**src/rtl/adc_sequencer_if.sv**
```systemverilog
// Signal bundle between the ADC sequencer and its surroundings:
// slot config, ADC command/response streams, sample delivery, flags.
interface adc_sequencer_if #(
    parameter int NUM_SLOTS = 4
);
    localparam int SW = (NUM_SLOTS > 1) ? $clog2(NUM_SLOTS) : 1;

    logic          run_in;
    logic [SW-1:0] cfg_slot_in;
    logic [4:0]    cfg_channel_in;
    logic          cfg_en_in;
    logic          cfg_stb_in;
    logic          cfg_ack_out;
    logic          command_valid_out;
    logic [4:0]    command_channel_out;
    logic          command_startofpacket_out;
    logic          command_endofpacket_out;
    logic          command_ready_in;
    logic          response_valid_in;
    logic [4:0]    response_channel_in;
    logic [11:0]   response_data_in;
    logic [11:0]   sample_out;
    logic [SW-1:0] sample_slot_out;
    logic          sample_stb_out;
    logic          sample_ack_in;
    logic          overflow_out;
    logic          mismatch_out;
    logic          clear_in;

    modport slave (
        input  run_in, cfg_slot_in, cfg_channel_in, cfg_en_in, cfg_stb_in,
        input  command_ready_in,
        input  response_valid_in, response_channel_in, response_data_in,
        input  sample_ack_in, clear_in,
        output cfg_ack_out,
        output command_valid_out, command_channel_out,
        output command_startofpacket_out, command_endofpacket_out,
        output sample_out, sample_slot_out, sample_stb_out,
        output overflow_out, mismatch_out
    );

    modport master (
        output run_in, cfg_slot_in, cfg_channel_in, cfg_en_in, cfg_stb_in,
        output command_ready_in,
        output response_valid_in, response_channel_in, response_data_in,
        output sample_ack_in, clear_in,
        input  cfg_ack_out,
        input  command_valid_out, command_channel_out,
        input  command_startofpacket_out, command_endofpacket_out,
        input  sample_out, sample_slot_out, sample_stb_out,
        input  overflow_out, mismatch_out
    );
endinterface

```
**src/rtl/adc_sequencer.sv**
```systemverilog
// Round-robin ADC conversion sequencer: issues single-beat commands from a
// slot table, tracks in-flight tags and routes matched samples to the output.
module adc_sequencer #(
    parameter int NUM_SLOTS    = 4,
    parameter int MAX_INFLIGHT = 2
) (
    input logic             clk,
    input logic             rst_n,
    adc_sequencer_if.slave  bus
);
    localparam int SW = (NUM_SLOTS > 1) ? $clog2(NUM_SLOTS) : 1;
    localparam int FW = (MAX_INFLIGHT > 1) ? $clog2(MAX_INFLIGHT) : 1;
    localparam int CW = $clog2(MAX_INFLIGHT + 1);

    logic [4:0]           slot_ch [NUM_SLOTS];
    logic [NUM_SLOTS-1:0] slot_en;
    logic [SW-1:0]        ptr;

    logic [SW-1:0] tag_slot [MAX_INFLIGHT];
    logic [4:0]    tag_ch   [MAX_INFLIGHT];
    logic [FW-1:0] rd_ptr;
    logic [FW-1:0] wr_ptr;
    logic [CW-1:0] count;

    logic          cmd_valid;
    logic [4:0]    cmd_ch;
    logic [SW-1:0] cmd_slot;

    logic          smp_stb;
    logic [11:0]   smp;
    logic [SW-1:0] smp_slot;
    logic          ovf;
    logic          mis;

    logic          accept;
    logic          pop;
    logic          matched;
    logic          bad;
    logic          load;
    logic          drop;
    logic          can_issue;
    logic          found;
    logic [SW-1:0] pick;
    logic [SW-1:0] ptr_n;
    logic [SW-1:0] slot_inc;

    function automatic logic [FW-1:0] fifo_inc(logic [FW-1:0] p);
        return (p == FW'(MAX_INFLIGHT - 1)) ? '0 : p + 1'b1;
    endfunction

    assign accept   = cmd_valid & bus.command_ready_in;
    assign pop      = bus.response_valid_in & (count != '0);
    assign matched  = pop & (bus.response_channel_in == tag_ch[rd_ptr]);
    assign bad      = bus.response_valid_in & ~matched;
    assign load     = matched & (~smp_stb | bus.sample_ack_in);
    assign drop     = matched & ~load;
    assign slot_inc = (cmd_slot == SW'(NUM_SLOTS - 1)) ? '0 : cmd_slot + 1'b1;
    assign ptr_n    = accept ? slot_inc : ptr;

    // Search starts from the pointer as it will be after this cycle's accept.
    always_comb begin
        found = 1'b0;
        pick  = '0;
        for (int i = 0; i < NUM_SLOTS; i++) begin
            logic [SW-1:0] idx;
            idx = SW'((int'(ptr_n) + i) % NUM_SLOTS);
            if (!found && slot_en[idx]) begin
                found = 1'b1;
                pick  = idx;
            end
        end
    end

    assign can_issue = bus.run_in & found &
                       ((count + CW'(accept)) < CW'(MAX_INFLIGHT));

    always_ff @(posedge clk) begin
        if (!rst_n) begin
            for (int i = 0; i < NUM_SLOTS; i++) begin
                slot_ch[i] <= 5'(i);
            end
            slot_en   <= '0;
            ptr       <= '0;
            rd_ptr    <= '0;
            wr_ptr    <= '0;
            count     <= '0;
            cmd_valid <= 1'b0;
            cmd_ch    <= '0;
            cmd_slot  <= '0;
            smp_stb   <= 1'b0;
            smp       <= '0;
            smp_slot  <= '0;
            ovf       <= 1'b0;
            mis       <= 1'b0;
        end else begin
            if (bus.cfg_stb_in) begin
                slot_ch[bus.cfg_slot_in] <= bus.cfg_channel_in;
                slot_en[bus.cfg_slot_in] <= bus.cfg_en_in;
            end
            if (accept) begin
                ptr              <= slot_inc;
                tag_slot[wr_ptr] <= cmd_slot;
                tag_ch[wr_ptr]   <= cmd_ch;
                wr_ptr           <= fifo_inc(wr_ptr);
            end
            if (pop) begin
                rd_ptr <= fifo_inc(rd_ptr);
            end
            unique case ({accept, pop})
                2'b10:   count <= count + 1'b1;
                2'b01:   count <= count - 1'b1;
                default: count <= count;
            endcase
            // A pending command is frozen until the ADC takes it.
            if (!cmd_valid || accept) begin
                cmd_valid <= can_issue;
                if (can_issue) begin
                    cmd_ch   <= slot_ch[pick];
                    cmd_slot <= pick;
                end
            end
            if (load) begin
                smp      <= bus.response_data_in;
                smp_slot <= tag_slot[rd_ptr];
                smp_stb  <= 1'b1;
            end else if (smp_stb && bus.sample_ack_in) begin
                smp_stb <= 1'b0;
            end
            ovf <= (ovf & ~bus.clear_in) | drop;
            mis <= (mis & ~bus.clear_in) | bad;
        end
    end

    assign bus.cfg_ack_out               = 1'b1;
    assign bus.command_valid_out         = cmd_valid;
    assign bus.command_channel_out       = cmd_ch;
    assign bus.command_startofpacket_out = cmd_valid;
    assign bus.command_endofpacket_out   = cmd_valid;
    assign bus.sample_out                = smp;
    assign bus.sample_slot_out           = smp_slot;
    assign bus.sample_stb_out            = smp_stb;
    assign bus.overflow_out              = ovf;
    assign bus.mismatch_out              = mis;
endmodule

```
**src/flat_wrapper.sv**
```systemverilog
// flat-port wrapper written by rule: the top's interface ports become plain ports
module adc_sequencer_flat 
#(
    parameter int NUM_SLOTS    = 4,
    parameter int MAX_INFLIGHT = 2
)
  (clk, rst_n, bus_run_in, bus_cfg_slot_in, bus_cfg_channel_in, bus_cfg_en_in, bus_cfg_stb_in, bus_command_ready_in, bus_response_valid_in, bus_response_channel_in, bus_response_data_in, bus_sample_ack_in, bus_clear_in, bus_cfg_ack_out, bus_command_valid_out, bus_command_channel_out, bus_command_startofpacket_out, bus_command_endofpacket_out, bus_sample_out, bus_sample_slot_out, bus_sample_stb_out, bus_overflow_out, bus_mismatch_out);
  adc_sequencer_if #(.NUM_SLOTS(NUM_SLOTS)) bus_i ();
  input logic clk;
  input logic rst_n;
  input wire logic [$bits(bus_i.run_in)-1:0] bus_run_in;
  input wire logic [$bits(bus_i.cfg_slot_in)-1:0] bus_cfg_slot_in;
  input wire logic [$bits(bus_i.cfg_channel_in)-1:0] bus_cfg_channel_in;
  input wire logic [$bits(bus_i.cfg_en_in)-1:0] bus_cfg_en_in;
  input wire logic [$bits(bus_i.cfg_stb_in)-1:0] bus_cfg_stb_in;
  input wire logic [$bits(bus_i.command_ready_in)-1:0] bus_command_ready_in;
  input wire logic [$bits(bus_i.response_valid_in)-1:0] bus_response_valid_in;
  input wire logic [$bits(bus_i.response_channel_in)-1:0] bus_response_channel_in;
  input wire logic [$bits(bus_i.response_data_in)-1:0] bus_response_data_in;
  input wire logic [$bits(bus_i.sample_ack_in)-1:0] bus_sample_ack_in;
  input wire logic [$bits(bus_i.clear_in)-1:0] bus_clear_in;
  output wire logic [$bits(bus_i.cfg_ack_out)-1:0] bus_cfg_ack_out;
  output wire logic [$bits(bus_i.command_valid_out)-1:0] bus_command_valid_out;
  output wire logic [$bits(bus_i.command_channel_out)-1:0] bus_command_channel_out;
  output wire logic [$bits(bus_i.command_startofpacket_out)-1:0] bus_command_startofpacket_out;
  output wire logic [$bits(bus_i.command_endofpacket_out)-1:0] bus_command_endofpacket_out;
  output wire logic [$bits(bus_i.sample_out)-1:0] bus_sample_out;
  output wire logic [$bits(bus_i.sample_slot_out)-1:0] bus_sample_slot_out;
  output wire logic [$bits(bus_i.sample_stb_out)-1:0] bus_sample_stb_out;
  output wire logic [$bits(bus_i.overflow_out)-1:0] bus_overflow_out;
  output wire logic [$bits(bus_i.mismatch_out)-1:0] bus_mismatch_out;
  assign bus_i.run_in = bus_run_in;
  assign bus_i.cfg_slot_in = bus_cfg_slot_in;
  assign bus_i.cfg_channel_in = bus_cfg_channel_in;
  assign bus_i.cfg_en_in = bus_cfg_en_in;
  assign bus_i.cfg_stb_in = bus_cfg_stb_in;
  assign bus_i.command_ready_in = bus_command_ready_in;
  assign bus_i.response_valid_in = bus_response_valid_in;
  assign bus_i.response_channel_in = bus_response_channel_in;
  assign bus_i.response_data_in = bus_response_data_in;
  assign bus_i.sample_ack_in = bus_sample_ack_in;
  assign bus_i.clear_in = bus_clear_in;
  assign bus_cfg_ack_out = bus_i.cfg_ack_out;
  assign bus_command_valid_out = bus_i.command_valid_out;
  assign bus_command_channel_out = bus_i.command_channel_out;
  assign bus_command_startofpacket_out = bus_i.command_startofpacket_out;
  assign bus_command_endofpacket_out = bus_i.command_endofpacket_out;
  assign bus_sample_out = bus_i.sample_out;
  assign bus_sample_slot_out = bus_i.sample_slot_out;
  assign bus_sample_stb_out = bus_i.sample_stb_out;
  assign bus_overflow_out = bus_i.overflow_out;
  assign bus_mismatch_out = bus_i.mismatch_out;
  adc_sequencer #(.NUM_SLOTS(NUM_SLOTS), .MAX_INFLIGHT(MAX_INFLIGHT)) u_core (.clk(clk), .rst_n(rst_n), .bus(bus_i));
endmodule
```
**config.mk**
```make
export PLATFORM = sky130hd
export DESIGN_NAME = adc_sequencer_flat
export DESIGN_NICKNAME = d
export VERILOG_FILES = /design/src/rtl/adc_sequencer_if.sv /design/src/rtl/adc_sequencer.sv /design/src/flat_wrapper.sv
export SDC_FILE = /design/constraint.sdc
export NUM_CORES = 1
export LEC_CHECK = 0
export BUFFER_PORTS_ARGS = -buffer_cell sky130_fd_sc_hd__buf_2
export CELL_PAD_IN_SITES_DETAIL_PLACEMENT = 1
export CELL_PAD_IN_SITES_GLOBAL_PLACEMENT = 1
export CORE_MARGIN = 2
export CORE_UTILIZATION = 49
export CTS_BUF_LIST = sky130_fd_sc_hd__clkbuf_8
export DETAILED_ROUTE_END_ITERATION = 16
export PLACE_DENSITY = 0.95
export REMOVE_ABC_BUFFERS = 1
export SLEW_MARGIN = 25
export SYNTH_ARGS = -nofsm -noshare
export SYNTH_HDL_FRONTEND = slang
export SYNTH_SLANG_ARGS = --single-unit
```
**constraint.sdc**
```tcl
create_clock -name clk -period 4.31 [get_ports clk]
set_clock_uncertainty 0.2 [all_clocks]
set_input_delay 1.293 -clock clk [delete_from_list [all_inputs] [get_ports clk]]
set_output_delay 1.293 -clock clk [all_outputs]
set_load 0.03 [all_outputs]
```
# Yosys cells after proc, flatten, opt, wreduce, memory -nomap -nowiden
# Memory sizes are Yosys's and may differ from the RTL's. A register that Yosys moved wholly into a read port is not among the register bits.
# Cells that the tools add are included.
# totals
reg_bits,28
ramBits,34
input_bits,33
output_inout_bits,26
elab_cells,106
memories,3
# op_classes
n_addsub,9
magnitude_cmp,7
n_eq_ne,4
muxes,38
bitwise_logic,17
n_reduce_logical,17
# mem_list
name,depth,word_bits,read_ports,rd_clocked_by_memory_dff,wr,line,source
u_core.slot_ch,4,5,1,1,4,adc_sequencer.sv:15,logic [4:0] slot_ch [NUM_SLOTS];
u_core.tag_ch,2,5,1,1,1,adc_sequencer.sv:20,logic [4:0] tag_ch [MAX_INFLIGHT];
u_core.tag_slot,2,2,1,1,1,adc_sequencer.sv:19,logic [SW-1:0] tag_slot [MAX_INFLIGHT];
# op_table
op,n
two-way mux 1 bit,23
"< comparator 2 x 3 -> 1 bit, second input constant",5
two-way mux 2 bit,7
bitwise AND 1 bit,10
binary-select mux 1 bit (select 2 bit),4
"adder 2 x 1 -> 2 bit, second input constant",3
zero test 1 bit,6
nonzero test 2 bit,3
equality test 5 bit,1
logical AND 1 bit,5
two-way mux 5 bit,1
OR reduction 5 bit,1
"adder 2 bit, second input constant",2
bitwise mux 4 bit,1
"equality test 2 bit, second input constant",2
inverter 1 bit,4
one-hot mux 2 bit (2 select lines),1
bitwise OR 1 bit,3
"adder 1 bit, second input constant",2
adder 2 x 1 -> 2 bit,1
demux 1 bit (select 2 bit),1
"equality test 2 x 1 -> 1 bit, second input constant",1
"greater-or-equal comparator 2 x 1 -> 1 bit, second input constant",1
"< comparator 2 bit, second input constant",1
3 further kinds,3

# Depth between registers and ports, before layout
# Gate-level depths: netlist of run 1.
# logic_depth
depth_word,18
depth_mapped,9
ltp_nobuf,7

# Worst setup path before layout of run 1
# Ideal clock, no wire load.
# synth_timing
path_type,input -> register
startpoint,in bus_command_ready_in
endpoint,"reg u_core.cmd_ch[0], in the netlist u_core.bus.command_channel_out[0], read port of u_core.slot_ch"
setup_time_ps,140
t_arrival_ps,2672
required_time_ps,3970
path_slack_ps,1298
cell_stages,8
path_buffers,2
cell_sequence,and2_1 > buf_4 > mux2i_2 > a311oi_4 > and2_4 > buf_8 > mux2i_1 > a211oi_2
# synth_between
elab_chain_len,17
elab_cells_between_ends,33
classes_between,4 x add/sub; 1 x order compare; 17 x mux; 3 x bitwise; 8 x reduce/logical
# synth_lines
element,line,source
start: declaration,flat_wrapper.sv:16,input wire logic [$bits(bus_i.command_ready_in)-1:0] bus_command_ready_in;
bitwise AND 1 bit (*),adc_sequencer.sv:51,assign accept = cmd_valid & bus.command_ready_in;
"parallel branches: the longest is 16 deep, another holds adder 2 x 1 -> 2 bit",-,
end: declaration,adc_sequencer.sv:26,logic [4:0] cmd_ch;
# Mark *: on every way between the ends. The select of a mux whose other input is x is not followed.
# A chain may end at the register's enable or synchronous reset.

# Worst setup path after layout of run 1
# layout_timing
startpoint,in bus_command_ready_in
endpoint,"reg u_core.cmd_ch[4], in the netlist u_core.bus.command_channel_out[4], read port of u_core.slot_ch"
# Same word-level chain as after synthesis.

==> flow_metrics.py, run 1 <==
metrics = {
    "floorplan": {
        "die_y_um": 83.85,
        "die_area_um2": 7031,
        "rows": 29,
        "core-area_um2": 6241,
        "die-width_um": 83.85,
        "boundaryPins": 59,
        "start_util_pct": 50.06,
    },
    "sta": {
        "fin_crit_sh_pct": 70.97,
        "hold_violations": 0,
        "drv_slew": 0,
        "maxSlewHeadroom_pct": 43.46,
        "worstMarginPinSlew_ps": 845.8,
        "max_clock_freq_ghz": 0.3269,
        "fin_crit_ps": 3059,
        "setup_violations": 0,
        "setup_tns_ps": 0,
        "rsz0062_at_grt": "no",
    },
    "placed_design": {
        "io_buffers": 57,
        "gp_congestion": 0.7972,
        "detailed_place_hpwl_um": 5177,
    },
    "finish": {
        "drive_above_1_share_pct": 26.14,
        "nFillCells": 686,
        "area_delta_synth_final_pct": 14.98,
        "antenna_cells": 0,
        "nets": 359,
    },
    "clock_tree": {
        "insertion_delay_ps": 340,
        "htreeDepth": 3,
        "cts_resized": 0,
        "path_clk_slew_ps": 80,
        "numCtsBuffers": 9,
        "clockRootBuffer": "clkbuf_8",
        "clockBufferDepth": 2,
        "clkSinkCount": 70,
        "cts_tree": "done",
        "post-cts-setup-buffers": 0,
        "hold_buffers": 0,
    },
    "global_route": {
        "antenna_found_initial": 0,
        "grt_usage_pct": 20.27,
        "grt_pass1_wl_um": 11120,
        "grt_max_degree": 45,
        "grt_pass1_vias": 2325,
        "grt.overflow.total": 0,
    },
    "critical_path": {
        "critPathLaunchType": "primary input",
        "r2r_cells": 6,
        "critPathMaxFanout": 9,
        "endpoint_kind": "flip-flop",
        "ff2ff_setup_slack_ps": 1580,
        "arrival_ps": 3070,
        "crit_end": "u_core.bus.command_channel_out[4]",
        "critPathKind": "in -> reg",
        "required_ps": 4320,
        "reg2reg_to": "u_core.bus.sample_out[3]",
        "critPathLaunch": "bus_command_ready_in",
    },
    "power": {
        "power.leakage_nw": 1.506,
        "p_per_area_nw_per_um2": 366.1,
        "peakVddDrop_uv": 226.3,
        "p_total_mw": 1.315,
    },
    "drt": {
        "wire_per_inst_um": 16.34,
        "drtIter0Drc": 96,
        "first_pass_iters": 4,
        "ant_nets": 0,
        "postRouteWirelength_um": 6634,
        "via_count": 2187,
        "drc": 0,
        "via_per_inst": 5.387,
    },
    "outcome": {
        "outcome": "complete, no violations",
    },
    "synthesis": {
        "synth.area.top_cells": "edfxtp_1 (33%), dfxtp_1 (23%), mux2i_1 (8.3%)",
        "yosys_warnings": 0,
        "ys_seq_area_share_pct": 55.75,
        "ys_seq_elements": 70,
        "ys.flop_type": "dfxtp_1",
        "synth_top_area_share_pct": 32.68,
        "syn_avg_cell_area_um2": 11.53,
        "synth_cell_type_count": 42,
        "synthesis.area_um2": 3124,
        "yosysMostFrequentCell": "dfxtp_1",
        "synth_top_area_cell": "edfxtp_1",
        "ys_top_cells_by_count": "dfxtp_1 (36), edfxtp_1 (34), mux2i_1 (26)",
        "synth-edff-count": 34,
        "synthArstFlopShare_pct": 0,
        "syn-instance-count": 271,
    },
    "worst_hold_path": {
        "holdCritPathClass": "reg -> reg",
        "hold_path_depth": 0,
    },
    "flow_run": {
        "drv_cap": 0,
    },
}
==> through the flow <==
| step | std cells | utilization (%) | area, um2 | worst slack, ps | hold WS, ps |
|---|---|---|---|---|---|
| 3_3_place_gp | 390 | 54.79 | 3420 | 1001 | 278.9 |
| 3_5_place_dp | 390 | 54.79 | 3420 | 869.3 | 273.1 |
| 2_1_floorplan | 256 | - | 3038 | 1383 | 252.6 |
| 5_1_grt | 406 | 57.56 | 3592 | 1006 | 322.1 |
| 6_report | 406 | 57.56 | 3592 | 1251 | 291.1 |
| 4_1_cts | 406 | 57.56 | 3592 | 1241 | 296.1 |
==> kinds of logic after synthesis <==
group	count (synthesis)	share of synthesized area, %
AOI/OAI and AO/OA	42	10.69
xor gates and xnor gates	10	2.803
adders and majority gates	2	0.8008
buffers and inverters	23	3.724
DFF	70	55.75
muxes	29	9.491
other	1	0.1200
and+or+nand+nor	94	16.62
==> per-layer routing <==
metal / up-vias / wire length [um] / GRT usage [%]
met5: - / 0 / 0
met4: 0 / 185 / 9.824
met3: 17 / 259 / 3.462
met2: 64 / 3666 / 38.62
met1: 1042 / 2523 / 21.28
li1: 1064 / - / -
==> where the power goes <==
part | internal, mW | switching [mW]
Sequential | 0.722 | 0.0171
Combinational | 0.0483 | 0.0679
Clock | 0.209 | 0.251
Total | 0.979 | 0.336
==> worst max-delay path: stages <==
cell	delay, ps
buf_2	140
and2_1	300
nand3_1	130
a21oi_1	490
nand2_1	290
a211oi_1	350
a211oi_2	80
==> placed cells by master (no fill, tap or decap), types with 2 or more instances in the layout <==
cell type / instances
a21boi_0: 5
a211oi_2: 4
inv_1: 7
edfxtp_1: 34
nor2_1: 11
or3_1: 3
nor3_1: 3
buf_2: 57
mux2_2: 2
o21ai_0: 7
clkinv_2: 3
nor2b_1: 22
and4_1: 2
xnor2_1: 10
nand2b_1: 7
ha_1: 2
clkbuf_8: 9
o22ai_1: 3
a21boi_1: 6
nand3_1: 7
and3_1: 5
and2_1: 10
a211oi_1: 8
a21oi_1: 2
mux2i_1: 26
clkinv_4: 2
nand2_1: 19
dfxtp_1: 36
==> worst min path at each step <==
stage	slack, ps	from	end
5_1_grt	320	u_core.bus.command_channel_out[3]	u_core.tag_ch[1][3]
3_5_place_dp	270	u_core.bus.command_channel_out[3]	u_core.tag_ch[0][3]
3_3_place_gp	280	u_core.bus.command_channel_out[3]	u_core.tag_ch[0][3]
2_1_floorplan	250	u_core.cmd_slot[1]	u_core.tag_slot[0][1]
4_1_cts	300	u_core.bus.command_channel_out[1]	u_core.tag_ch[1][1]
6_report	290	u_core.bus.command_channel_out[3]	u_core.tag_ch[1][3]
==> registers in the layout, summed over array words and instances (netlist names), named ones only <==
register,flops
u_core.bus.command_channel_out,5
u_core.bus.command_endofpacket_out,1
u_core.bus.mismatch_out,1
u_core.bus.overflow_out,1
u_core.bus.sample_out,12
u_core.bus.sample_slot_out,2
u_core.bus.sample_stb_out,1
u_core.cmd_slot,2
u_core.count,2
u_core.ptr,2
u_core.rd_ptr,1
u_core.slot_ch,20
u_core.slot_en,4
u_core.tag_ch,10
u_core.tag_slot,4
u_core.wr_ptr,1
==> layout make-up <==
cell class	instances	area [um2]	area share (%)
sequential	70	1742	48.48
multi-input combinational	178	1266	35.25
timing repair buffer	57	285.3	7.941
clock buffer	9	123.9	3.448
tap	77	96.34	2.682
clock inverter	7	48.80	1.358
inverter	8	30.03	0.8359
(Power assumes the default switching activity.)
==> run 2, diff against run 1 <==
- ABC_AREA: default -> 1
- CORE_UTILIZATION: 49 -> 43
- PLACE_DENSITY: 0.95 -> 0.91
- clock period: 4.31 -> 3.15 ns (I/O delays scaled with it)
==> run 2 against run 1 <==
- via count rose by 28%
- cell count rose by 37%
- utilization fell by 6.7 points
- critical path depth rose by 11
- count of clock-buffer cells in the layout did not move
- sequential share of layout area fell by 3.5 points
- critical path type unchanged
- final area rose by 7.7%
- global-route usage fell by 0.22 points
- wire length rose by 22%
- area after synthesis rose by 6.6%
- critical endpoint is now u_core.bus.command_channel_out[3]
==> flow_metrics.py, run 2 <==
metrics = {
    "critical_path": {
        "critPathLaunchType": "primary input",
        "cp_cell_sequence": "buf_2, nand2_4, inv_2, nand2_4, nand2_4, nand2_1, nand2_1, nand2_2, nand2_4, nand2_2, nand2_1, nand2_1, nand3_2, nand2_1, nand3_1, nand3_1, nand2_1, inv_1",
        "r2r_cells": 16,
        "arrival_ps": 2940,
        "critPathMaxFanout": 11,
        "endpoint_kind": "flip-flop",
        "crit_top_cell": "nand2_1",
        "slowest_stage": "nand2_1",
        "critPathKind": "in -> reg",
        "cpPeakStageDelay_ps": 260,
        "required_ps": 3240,
    },
    "power": {
        "power.leakage_nw": 1.847,
        "p_per_area_nw_per_um2": 782.5,
        "peakVddDrop_uv": 281.0,
    },
    "worst_hold_path": {
        "holdCritPathClass": "reg -> reg",
        "hold_path_depth": 2,
    },
    "sta": {
        "hold_violations": 0,
        "setup_violations": 0,
        "holdWs_ps": 268.4,
        "fin_crit_sh_pct": 90.53,
        "setup_tns_ps": 0,
        "drv_slew": 0,
        "worstMarginPinSlew_ps": 574.2,
        "max_clock_freq_ghz": 0.3507,
        "fin_crit_ps": 2852,
        "rsz0062_at_grt": "no",
        "maxSlewHeadroom_pct": 61.58,
    },
    "clock_tree": {
        "cts_resized": 0,
        "post-cts-setup-buffers": 0,
        "clkSinkCount": 70,
        "htreeDepth": 3,
        "numCtsBuffers": 9,
        "cts_tree": "done",
        "insertion_delay_ps": 340,
        "path_clk_slew_ps": 80,
        "hold_buffers": 0,
        "clockBufferDepth": 2,
        "clockRootBuffer": "clkbuf_8",
    },
    "floorplan": {
        "die_y_um": 92.03,
        "die_area_um2": 8469,
        "die-width_um": 92.03,
        "rows": 32,
        "start_util_pct": 43.80,
        "boundaryPins": 59,
        "core-area_um2": 7607,
    },
    "drt": {
        "via_count": 2794,
        "first_pass_iters": 4,
        "drc": 0,
        "drtIter0Drc": 64,
        "via_per_inst": 5.034,
        "ant_nets": 0,
        "wire_per_inst_um": 14.58,
        "postRouteWirelength_um": 8093,
    },
    "outcome": {
        "outcome": "complete, no violations",
    },
    "synthesis": {
        "ys_seq_elements": 70,
        "syn-instance-count": 391,
        "synth_top_family_by_area": "simple AND/OR/NAND/NOR gates",
        "ys.flop_type": "dfxtp_1",
        "syn_avg_cell_area_um2": 8.522,
        "synthXorXnorAreaFrac_pct": 1.314,
        "synthArstFlopShare_pct": 0,
        "synth.area.top_cells": "edfxtp_1 (31%), dfxtp_1 (22%), nand2_1 (7.8%)",
        "synth-simple-area-share_pct": 25.76,
        "yosysMostFrequentCell": "nand2_1",
        "synth_cell_type_count": 34,
        "yosys-mux-area-fraction_pct": 1.502,
        "synth_compound_area_share_pct": 8.825,
        "synthesis.area_um2": 3332,
        "yosys_warnings": 0,
        "synth_top_area_share_pct": 30.64,
        "synth_fa_ha_area_share_pct": 0.7510,
        "ys_top_cells_by_count": "nand2_1 (69), inv_1 (59), nor2_1 (45)",
        "synth-edff-count": 34,
        "synth_top_area_cell": "edfxtp_1",
        "ys_seq_area_share_pct": 52.27,
    },
    "finish": {
        "drive_above_1_share_pct": 21.19,
        "largest_register": "u_core.slot_ch",
        "largest_register_ffs": 20,
        "mostFrequentLayoutCell": "nand2_1",
        "area_delta_synth_final_pct": 16.07,
        "nFillCells": 944,
        "final_cell_mix": "nand2_1 (69), inv_1 (61), buf_2 (57)",
        "antenna_cells": 0,
        "nets": 483,
    },
    "global_route": {
        "grt_pass1_wl_um": 13270,
        "antenna_found_initial": 0,
        "grt_max_degree": 30,
        "grt_pass1_vias": 2893,
        "grt_usage_pct": 20.05,
        "grt.overflow.total": 0,
    },
    "placed_design": {
        "gp_congestion": 0.8559,
        "io_buffers": 57,
        "detailed_place_hpwl_um": 6125,
    },
    "flow_run": {
        "drv_cap": 0,
    },
}
## run 2: cell count changes after synthesis, moves of 10 or more
cell     before  now
nor2b_1      22    0
nand2_1      19   69
nor2_1       11   45
o21ai_0       7   23
mux2i_1      26    5
inv_1         7   59
a21oi_1       2   16
nand4_1       0   14
nand3_1       7   32
and2_1       10    0
## run 2: cell families (layout without fill, tap and decap cells)
kind of cell | after synthesis | after routing
other cells | 1 | 1
simple gates | 180 | 180
compound gates | 52 | 52
fa+ha+maj | 2 | 2
mux | 5 | 5
buf+inv | 76 | 138
flops | 70 | 70
xor+xnor | 5 | 5
## run 2: critical path, delay by kind of cell
family | cells | cell delay, ps
simple gates | 15 | 1740
buf+inv | 3 | 250
## run 2: layer usage
layer	GRT usage [%]	wire (um)
met3	4.026	331
met5	0	0
met2	37.62	4303
met4	8.955	176
met1	21.56	3281
## run 2: per-stage QoR
step                util, %  cell area [um2]  setup WS (ps)  std cells  total power, mW
floorplan                 -             3249          334.6        377            2.042
global placement      48.44             3685          127.7        539            2.290
global route          50.84             3867          61.63        555            3.218
CTS                   50.84             3867          337.7        555            3.045
finish                50.84             3867          298.4        555            3.026
detailed placement    48.44             3685         -10.51        539            2.352
## run 2: worst paths after layout
path                      startpoint                                end  slack (ps)
max reg2reg       u_core.cmd_slot[0]  u_core.bus.command_channel_out[3]         460
max             bus_command_ready_in  u_core.bus.command_channel_out[3]         300
min reg2reg  u_core.bus.mismatch_out            u_core.bus.mismatch_out         270
min          u_core.bus.mismatch_out            u_core.bus.mismatch_out         270
## run 2: report_power, final
group	switching, mW	internal (mW)
logic	0.807	0.361
clock network	0.330	0.356
registers	0.0888	1.08
total	1.23	1.80
## run 2: layout make-up
class	count	area, um2	area share [%]
Clock buffer	9	123.9	3.203
Tap cell	102	127.6	3.300
Clock inverter	7	58.81	1.521
Timing Repair Buffer	60	307.8	7.959
Sequential cell	70	1742	45.03
Multi-Input combinational cell	245	1275	32.97
Inverter	62	232.7	6.017
